## src/rtl/omsp_atom_violation_handler.sv

```systemverilog
// Atomicity violation handler: logs the first violation, drives an abort
// handshake through DRAIN/ABORT, and tracks how long IRQs are held off by gie=0.
module omsp_atom_violation_handler #(
    parameter int CNT_W        = 8,
    parameter int DEFER_W      = 16,
    parameter int DRAIN_CYCLES = 3,
    parameter int DEFER_LIMIT  = 64
) (
    input  logic               mclk,
    input  logic               puc_rst,
    input  logic               atom_violation,
    input  logic               gie,
    input  logic               irq_pending,
    input  logic [15:0]        sm_id,
    input  logic [15:0]        cur_pc,
    input  logic               abort_ack,
    input  logic               viol_clear,
    output logic               viol_abort_req,
    output logic               viol_valid,
    output logic               viol_overrun,
    output logic [15:0]        viol_sm_id,
    output logic [15:0]        viol_pc,
    output logic [CNT_W-1:0]   viol_count,
    output logic [DEFER_W-1:0] irq_defer_max,
    output logic               irq_defer_violation
);

    typedef enum logic [1:0] {
        S_IDLE,
        S_DRAIN,
        S_ABORT
    } state_t;

    state_t             state_q, state_d;
    logic [7:0]         drain_q, drain_d;
    logic               valid_q, valid_d;
    logic               ovr_q, ovr_d;
    logic [15:0]        sm_q, sm_d;
    logic [15:0]        pc_q, pc_d;
    logic [CNT_W-1:0]   cnt_q, cnt_d;
    logic [DEFER_W-1:0] dcnt_q, dcnt_d;
    logic [DEFER_W-1:0] dmax_q, dmax_d;
    logic               dpulse_q, dpulse_d;

    logic [CNT_W-1:0]   cnt_inc;
    logic [DEFER_W-1:0] dcnt_inc;
    logic               active;
    logic               dcnt_sat;

    assign cnt_inc  = (cnt_q == '1) ? cnt_q : cnt_q + 1'b1;
    assign dcnt_sat = (dcnt_q == '1);
    assign dcnt_inc = dcnt_sat ? dcnt_q : dcnt_q + 1'b1;
    assign active   = irq_pending & ~gie;

    always_comb begin
        state_d  = state_q;
        drain_d  = drain_q;
        valid_d  = valid_q;
        ovr_d    = ovr_q;
        sm_d     = sm_q;
        pc_d     = pc_q;
        cnt_d    = cnt_q;
        dcnt_d   = dcnt_q;
        dmax_d   = dmax_q;
        dpulse_d = 1'b0;

        unique case (state_q)
            S_IDLE: begin
                if (atom_violation) begin
                    sm_d    = sm_id;
                    pc_d    = cur_pc;
                    valid_d = 1'b1;
                    cnt_d   = viol_clear ? CNT_W'(1) : cnt_inc;
                    ovr_d   = viol_clear ? 1'b0 : ovr_q;
                    drain_d = 8'(DRAIN_CYCLES - 1);
                    state_d = S_DRAIN;
                end else if (viol_clear) begin
                    sm_d    = '0;
                    pc_d    = '0;
                    valid_d = 1'b0;
                    ovr_d   = 1'b0;
                    cnt_d   = '0;
                end
            end
            S_DRAIN: begin
                if (drain_q == 8'd0) begin
                    state_d = S_ABORT;
                end else begin
                    drain_d = drain_q - 8'd1;
                end
            end
            S_ABORT: begin
                if (abort_ack) begin
                    state_d = S_IDLE;
                end
            end
            default: state_d = S_IDLE;
        endcase

        // Late violations are only counted; the first log entry is preserved.
        if (state_q != S_IDLE && atom_violation) begin
            cnt_d = cnt_inc;
            ovr_d = 1'b1;
        end

        if (active) begin
            dcnt_d   = dcnt_inc;
            dpulse_d = !dcnt_sat && (dcnt_q == DEFER_W'(DEFER_LIMIT));
        end else begin
            dcnt_d = '0;
            if (dcnt_q > dmax_q) begin
                dmax_d = dcnt_q;
            end
        end

        if (state_q == S_IDLE && viol_clear) begin
            dmax_d = '0;
        end
    end

    always_ff @(posedge mclk) begin
        if (puc_rst) begin
            state_q  <= S_IDLE;
            drain_q  <= '0;
            valid_q  <= 1'b0;
            ovr_q    <= 1'b0;
            sm_q     <= '0;
            pc_q     <= '0;
            cnt_q    <= '0;
            dcnt_q   <= '0;
            dmax_q   <= '0;
            dpulse_q <= 1'b0;
        end else begin
            state_q  <= state_d;
            drain_q  <= drain_d;
            valid_q  <= valid_d;
            ovr_q    <= ovr_d;
            sm_q     <= sm_d;
            pc_q     <= pc_d;
            cnt_q    <= cnt_d;
            dcnt_q   <= dcnt_d;
            dmax_q   <= dmax_d;
            dpulse_q <= dpulse_d;
        end
    end

    assign viol_abort_req      = (state_q == S_ABORT);
    assign viol_valid          = valid_q;
    assign viol_overrun        = ovr_q;
    assign viol_sm_id          = sm_q;
    assign viol_pc             = pc_q;
    assign viol_count          = cnt_q;
    assign irq_defer_max       = dmax_q;
    assign irq_defer_violation = dpulse_q;

endmodule

```

## config.mk

```make
export PLATFORM = sky130hd
export DESIGN_NAME = omsp_atom_violation_handler
export DESIGN_NICKNAME = d
export VERILOG_FILES = /design/src/rtl/omsp_atom_violation_handler.sv
export SDC_FILE = /design/constraint.sdc
export NUM_CORES = 1
export LEC_CHECK = 0
export ABC_CLOCK_PERIOD_IN_PS = 5650
export CORE_ASPECT_RATIO = 0.5
export CORE_UTILIZATION = 35
export CTS_CLUSTER_SIZE = 20
export DETAILED_ROUTE_END_ITERATION = 10
export GPL_ROUTABILITY_DRIVEN = 0
export GPL_TIMING_DRIVEN = 0
export REMOVE_ABC_BUFFERS = 1
export SLEW_MARGIN = 40
export SYNTH_ARGS = -nofsm -noshare
export SYNTH_HDL_FRONTEND = slang
export SYNTH_SLANG_ARGS = --single-unit
```

## constraint.sdc

```tcl
create_clock -name mclk -period 5.65 [get_ports mclk]
set_input_delay 0.565 -clock mclk [delete_from_list [all_inputs] [get_ports mclk]]
set_output_delay 0.565 -clock mclk [all_outputs]
set_load 0.01 [all_outputs]
```

## Word level (Yosys, flattened, before mapping)

Cells that the tools add are included.

- Add/sub/neg operators: 3
- Multipliers: 0
- Div/mod/pow operators: 0
- $lt $le $gt $ge: 1
- Equal/unequal tests: 9
- Shift operators: 0
- Mux-type cells: 20
- Bitwise gates (word level): 3
- Reductions and logical operators: 20

Operators by type and width:

| operator | number |
|---|---|
| 8-bit two-way mux | 8 |
| 16-bit two-way mux | 3 |
| 16-bit by 1-bit adder with 16-bit output, second input constant | 1 |
| 16-bit equality test, second input constant | 1 |
| 16-bit by 7-bit equality test with 1-bit output, second input constant | 1 |
| 16-bit greater-than comparator | 1 |
| 8-bit one-hot mux with 2 select lines | 1 |
| 2-bit nonzero test | 5 |
| 8-bit by 1-bit adder with 8-bit output, second input constant | 1 |
| 8-bit equality test, second input constant | 1 |
| 8-bit logical NOT | 1 |
| 2-bit != test, second input constant | 4 |
| 2-bit AND reduction | 4 |
| 8-bit by 1-bit subtractor with 8-bit output, second input constant | 1 |
| 2-bit two-way mux | 3 |
| 2-bit one-hot mux with 3 select lines | 1 |
| 3-bit AND reduction | 2 |
| 1-bit two-way mux | 4 |
| 2-bit OR reduction | 2 |
| 1-bit logical AND | 3 |
| 3-bit nonzero test | 1 |
| 2-bit by 1-bit equality test with 1-bit output, second input constant | 1 |
| 2-bit equality test, second input constant | 1 |
| 2-bit logical NOT | 1 |
| other kinds (3) | 4 |

- Bits in registers: 85
- Latch bits: 0
- RAM bits: 0
- Bits in read-only memories: 0
- Bits of input ports: 39
- Output and inout bits: 60
- Logic and storage cells: 66
- Memories kept: 0

## Depth between registers and ports, before layout

Gate-level depths: netlist of run 1.

- Word-level depth: 6
- Gate-level depth with buffers: 8
- Gate-level depth less buffers: 7

## Least setup slack after synthesis of run 1

No wires, ideal clock.

- Path type: register to register
- Start point: register dcnt_q[7]
- End point: register dmax_q[10] (netlist: irq_defer_max[10])
- Library setup time: 72 ps
- Arrival time: 1981 ps
- Data required time: 5578 ps
- Path slack: 3598 ps
- Stages on the path, launching flop included: 8
- Buffers on the path: 1
- Clock period less this slack: 2052 ps
- Cell sequence: dfxtp_1 ha_1 a21oi_1 o21ai_0 a21o_1 o311ai_4 buf_6 mux2i_1

- Cells in the longest elaborated chain, start to end: 2

RTL lines:

| what | RTL line | text |
|---|---|---|
| from (decl) | 41 | `logic [DEFER_W-1:0] dcnt_q, dcnt_d;` |
| from (signal assigned) | 141 | `dcnt_q <= dcnt_d;` |
| 16-bit greater-than comparator | 111 | `if (dcnt_q > dmax_q) begin` |
| 2-bit AND reduction (no source line) | n/a |  |
| to (signal assigned) | 142 | `dmax_q <= dmax_d;` |
| to (decl) | 42 | `logic [DEFER_W-1:0] dmax_q, dmax_d;` |

No other way between the ends.
A chain may end at the register's enable or synchronous reset.

## Final worst setup path of run 1

- Start point: input puc_rst
- End point: register dcnt_q[5]

- Cells in the longest elaborated chain, start to end: 1

RTL lines:

| what | RTL line | text |
|---|---|---|
| from (decl) | 10 | `input logic puc_rst,` |
| 2-bit OR reduction (no source line) | n/a |  |

No other way between the ends.

==> run summary, run 1 <==
Worst hold stages -> 1
Reg2reg setup slack -> 3.45 ns
Min Hold Slack -> 0.461 ns
Async set or reset register ratio after synthesis -> 0%
Slew @ Worst Pin -> 0.638 ns
Ports -> 99
Hold_buf cts -> 0
VDD IR max -> 0.153 mV
Gate Count Post-Synth -> 407
Area Growth Syn to Fin -> 38.3%
First-pass GRT wire length -> 14700 µm
Buffers on Ports -> 98
Setup CP Type -> in -> reg
Crit path launch type -> primary input
Antenna viol nets, final -> 0
Min-Delay Endpoint -> viol_valid$_SDFFE_PP0P_
Final nets -> 564
Clock Skew -> 0.00887 ns
Final min period -> 2.25 ns
Number of global-route vias before repair -> 2966
Synth cell types -> 55
Initial antenna violation count -> 0
Synth warn -> 0
Reg2reg start -> dcnt_q[7]$_SDFFE_PP0P_
Grt total ovfl -> 0
Initial DRC Count -> 94
Die area -> 11400 µm²
Final Setup Violations -> 0
GRT Util Overall -> 16.1%
Drt first pass iters -> 4
Largest net degree at the start of global routing -> 19
H-tree depth -> 3
Worst r2r dst -> irq_defer_max[11]$_SDFFE_PP0P_
Critical hold path startpoint -> viol_valid$_SDFFE_PP0P_
Power Density -> 335 nW/µm²
Slew HR -> 57.4%
Sequential cell area fraction in the yosys report -> 44.4%
Layout cell share with drive strength beyond 1 -> 7.27%
Fin util -> 50.9%
Max Cap Viol -> 0
Final TNS setup -> 0 ns
Top FF cell, synth -> dfxtp_1
Cell row count -> 26
Post-route cell area -> 5300 µm²
Setup crit start -> puc_rst
Clock Path Buffers -> 2
Detailed placer's ending HPWL -> 6420 µm
Post-CTS setup buffers -> 0
Most common cell after layout, fill and taps aside -> clkdlybuf4s50_1
Total wire length -> 8830 µm
Final Hold Vio Count -> 0
Antenna fix cells -> 0
Seq cells post-synth -> 85
Clk_lat worst skew -> 0.34 ns
Syn Area/Cell -> 9.42 µm²
Via count -> 3245
Max Slew Vio Count -> 0
Post_cts resized -> 0
Placed cell area -> 5010 µm²
HP Class -> reg -> reg
CP required -> 5.93 ns
Root buffer cell -> clkbuf_16
Core ar. -> 10400 µm²
Peak Freq -> 444 MHz
Clk sink count -> 85
Cells on worst reg2reg path -> 8
Vias/cell -> 5.00
Period utilization -> 39.9%
TritonCTS Buffers -> 9
Mapped Area -> 3830 µm²
Tot Pwr -> 0.00178 W
Critical Path Fanout Max -> 15
Worst Setup End Kind -> register
CP arrival -> 2.53 ns
WL/cell -> 13.6 µm
Status -> finished clean
Die W -> 150 µm
Cell leakage power -> 2.08 nW
Initial core utilization -> 36.8%
# DRC -> 0
Unrepaired setup endpoints after global routing -> false
Post-synth EDFFs -> 0
CTS tree -> done
DIE HEIGHT -> 76.0 µm
Most frequent cells in the layout -> clkdlybuf4s50_1 (98), dfxtp_1 (85), nand2_1 (50), nor2_1 (34), a22o_1 (32)
CTS clk-pin slew, worst paths -> 0.07 ns
==> cell usage after synthesis, drive strengths merged, types with 5 or more instances <==
cell type	n	area, µm²
a22o	32	280
nand4	10	83.8
nand3	13	65.1
nor2	35	131
clkbuf	13	48.8
o21ai	10	50.0
nor3	7	46.3
a21oi	14	70.1
dfxtp	85	1700
ha	21	263
nand2	50	188
inv	23	86.3
xor2	11	96.3
and3	5	31.3
mux2i	19	190
==> metal layers <==
| metal | vias to the layer above | routed length (µm) | global-route usage (%) |
|---|---|---|---|
| li1 | 1652 | - | - |
| met4 | 0 | 63 | 3.33 |
| met1 | 1543 | 4300 | 21.0 |
| met2 | 45 | 4130 | 26.4 |
| met5 | - | 0 | 0 |
| met3 | 5 | 340 | 4.79 |
==> cells by family after synthesis <==
kind of cell             Yosys count  share of synthesized area (%)
flip-flops                        85                           44.4
AO/OA/AOI/OAI                     79                           16.3
adder cells (fa/ha/maj)           21                           6.86
multiplexers                      20                           5.26
AND/OR/NAND/NOR                  148                           19.8
buffers and inverters             40                           4.21
XOR/XNOR                          14                           3.20
==> per-stage QoR <==
stage                     worst slack [ns]  instances
after global routing                  3.27        649
after global placement                1.86        628
final                                 3.40        649
after detailed placement              3.05        633
after floorplan                       3.28        390
after CTS                             3.40        649
==> how the worst max path moves through the flow <==
stage | depth (start not counted) | endpoint | slack [ns]
floorplan | 3 | viol_pc[0]$_SDFFE_PP0P_ | 3.28
global placement | 4 | viol_sm_id[12]$_SDFFE_PP0P_ | 1.86
detailed placement | 4 | dcnt_q[7]$_SDFFE_PP0P_ | 3.05
CTS | 4 | dcnt_q[7]$_SDFFE_PP0P_ | 3.40
global route | 8 | irq_defer_max[9]$_SDFFE_PP0P_ | 3.27
finish | 4 | dcnt_q[5]$_SDFFE_PP0P_ | 3.40
==> where the power goes <==
part	switching, W	internal [W]
clock network	0.000256	0.000303
registers	0.0000622	0.000673
logic	0.000232	0.000249
total	0.000550	0.00123
==> area by class of cell <==
| type | count | area [µm²] |
|---|---|---|
| tap | 140 | 175 |
| fill | 1009 | 5110 |
| timing repair buffer | 103 | 1050 |
| multi-input combinational | 282 | 2000 |
| inverter | 23 | 86.3 |
| clock buffer | 9 | 225 |
| sequential | 85 | 1700 |
| clock inverter | 7 | 60.1 |
==> worst max-delay path, stage by stage <==
cell	delay, ns
clkdlybuf4s50_1	0.73
or2_1	0.59
or4_1	0.57
nand2_1	0.07
==> state kept, by name (all words and copies together), names as in the netlist <==
name	cells
irq_defer_max	16
viol_sm_id	16
viol_pc	16
state_q	2
viol_count	8
viol_overrun	1
dcnt_q	16
irq_defer_violation	1
drain_q	8
viol_valid	1
Note: power is estimated with default switching activity, not from simulation.
==> run 2: changes to the inputs <==
- ABC_CLOCK_PERIOD_IN_PS: 5650 -> 2000
- clock period: 5.65 -> 2 ns (I/O delays scaled with it)
==> run summary, run 2 (same netlist as run 1, synthesis figures left out) <==
Status -> finished clean
Initial DRC Count -> 90 (-4.3%)
Via count -> 3318 (+2.2%)
Post-Place Setup Slack -> -0.235 ns (-3.28 ns)
Core ar. -> 10400 µm² (unchanged)
Hold_buf cts -> 0 (unchanged)
Max Slew Vio Count -> 0 (unchanged)
Final Setup Violations -> 0 (unchanged)
Worst Setup End Kind -> register
Ports -> 99 (unchanged)
Max Cap Viol -> 0 (unchanged)
DIE HEIGHT -> 76.0 µm (unchanged)
Peak Freq -> 512 MHz
Root buffer cell -> clkbuf_16
Die area -> 11400 µm² (unchanged)
Final TNS setup -> 0 ns (unchanged)
Antenna viol nets, final -> 0 (unchanged)
Final worst slack -> 0.0487 ns (-3.35 ns)
Min Hold Slack -> 0.455 ns (-0.00528 ns)
Number of global-route vias before repair -> 3025 (+2.0%)
Post-route cell area -> 5590 µm² (+5.4%)
CP required -> 2.22 ns (-3.71 ns)
Final Hold Vio Count -> 0 (unchanged)
HP Class -> reg -> reg
Placed cell area -> 5010 µm² (unchanged)
Final nets -> 577 (+2.3%)
Slew @ Worst Pin -> 0.624 ns (-0.0133 ns)
Most common cell after layout, fill and taps aside -> clkdlybuf4s50_1
Detailed placer's ending HPWL -> 6420 µm (unchanged)
Critical Path Fanout Max -> 8 (-7)
Final min period -> 1.95 ns
Post-route insts no fill -> 662 (+2.0%)
Cell leakage power -> 2.20 nW (+5.5%)
CP arrival -> 2.17 ns (-0.36 ns)
TritonCTS Buffers -> 9 (unchanged)
Antenna fix cells -> 0 (unchanged)
Fillers -> 989 (-2.0%)
GRT Util Overall -> 16.4% (+0.26 points)
Clock Skew -> 0.00947 ns (+0.000605 ns)
CTS clk-pin slew, worst paths -> 0.07 ns (about the same)
Largest net degree at the start of global routing -> 19 (unchanged)
# DRC -> 0 (unchanged)
Grt total ovfl -> 0 (unchanged)
WL/cell -> 13.8 µm (+1.8%)
Setup CP Type -> reg -> reg
Crit path launch type -> register
H-tree depth -> 3 (unchanged)
Drt first pass iters -> 4 (unchanged)
Initial antenna violation count -> 0 (unchanged)
Most frequent cells in the layout -> clkdlybuf4s50_1 (98), dfxtp_1 (61), nand2_1 (49), nor2_1 (34), a22o_1 (32)
Slew HR -> 58.2% (+0.89 points)
Vias/cell -> 5.01 (+0.24%)
Period utilization -> 97.6%
Buffers on Ports -> 98 (unchanged)
First-pass GRT wire length -> 15000 µm (+1.6%)
Clk sink count -> 85 (unchanged)
Placed cells -> 633 (unchanged)
Initial core utilization -> 36.8% (unchanged)
CTS tree -> done
VDD IR max -> 0.431 mV (+180%)
Area Growth Syn to Fin -> 45.8%
Die W -> 150 µm (unchanged)
Power Density -> 898 nW/µm² (+170%)
Clock Path Buffers -> 2 (unchanged)
Cell row count -> 26 (unchanged)
Unrepaired setup endpoints after global routing -> true
Total wire length -> 9170 µm (+3.8%)
Layout cell share with drive strength beyond 1 -> 17.4% (+10 points)
Clk_lat worst skew -> 0.34 ns (about the same)
[run 2: power by group]
part | internal [W] | switching [W]
registers | 0.00189 | 0.000175
logic | 0.000709 | 0.000655
clock network | 0.000857 | 0.000727
[run 2: critical path: stages (launching register included)]
cell      delay (ns)
dfxtp_2         0.35
inv_2           0.05
ha_4            0.27
nand4_4         0.13
nor4_4          0.30
a21boi_2        0.25
o311ai_4        0.09
buf_6           0.15
buf_12          0.14
mux2i_1         0.11
[run 2: layout make-up]
type	instances	area, µm²	share of cell area, %
tap	140	175	3.13
multi-input combinational	282	2130	38.1
clock buffer	9	225	4.03
timing repair buffer	116	1170	20.9
clock inverter	7	60.1	1.07
sequential	85	1750	31.3
inverter	23	86.3	1.55
[run 2: timing repair]
item	4_1_cts	5_1_grt
buffers inserted	7	6
gates resized for setup	23	28
setup endpoints to repair	16	18
pin swaps	4	6
endpoints found under the hold margin	0	0
[run 2: routing by layer]
layer	GRT usage, %	part of all wire (%)	vias up
met4	3.33	0.94	0
li1	-	-	1671
met5	0	0	-
met2	27.1	48	54
met3	4.79	3.9	9
met1	21.1	47	1584
[run 2: worst paths after layout]
path	depth (start not counted)	from	end	slack, ns
max	9	irq_defer_max[13]$_SDFFE_PP0P_	irq_defer_max[4]$_SDFFE_PP0P_	0.05
min	1	viol_valid$_SDFFE_PP0P_	viol_valid$_SDFFE_PP0P_	0.46
max reg2reg	9	irq_defer_max[13]$_SDFFE_PP0P_	irq_defer_max[4]$_SDFFE_PP0P_	0.05
min reg2reg	1	viol_valid$_SDFFE_PP0P_	viol_valid$_SDFFE_PP0P_	0.46
[run 2: metrics by stage]
step	total power, W	util (%)
5_1_grt	0.00532	53.7
3_3_place_gp	0.00339	47.2
2_1_floorplan	0.00290	-
3_5_place_dp	0.00348	48.2
6_report	0.00502	53.7
4_1_cts	0.00508	52.3
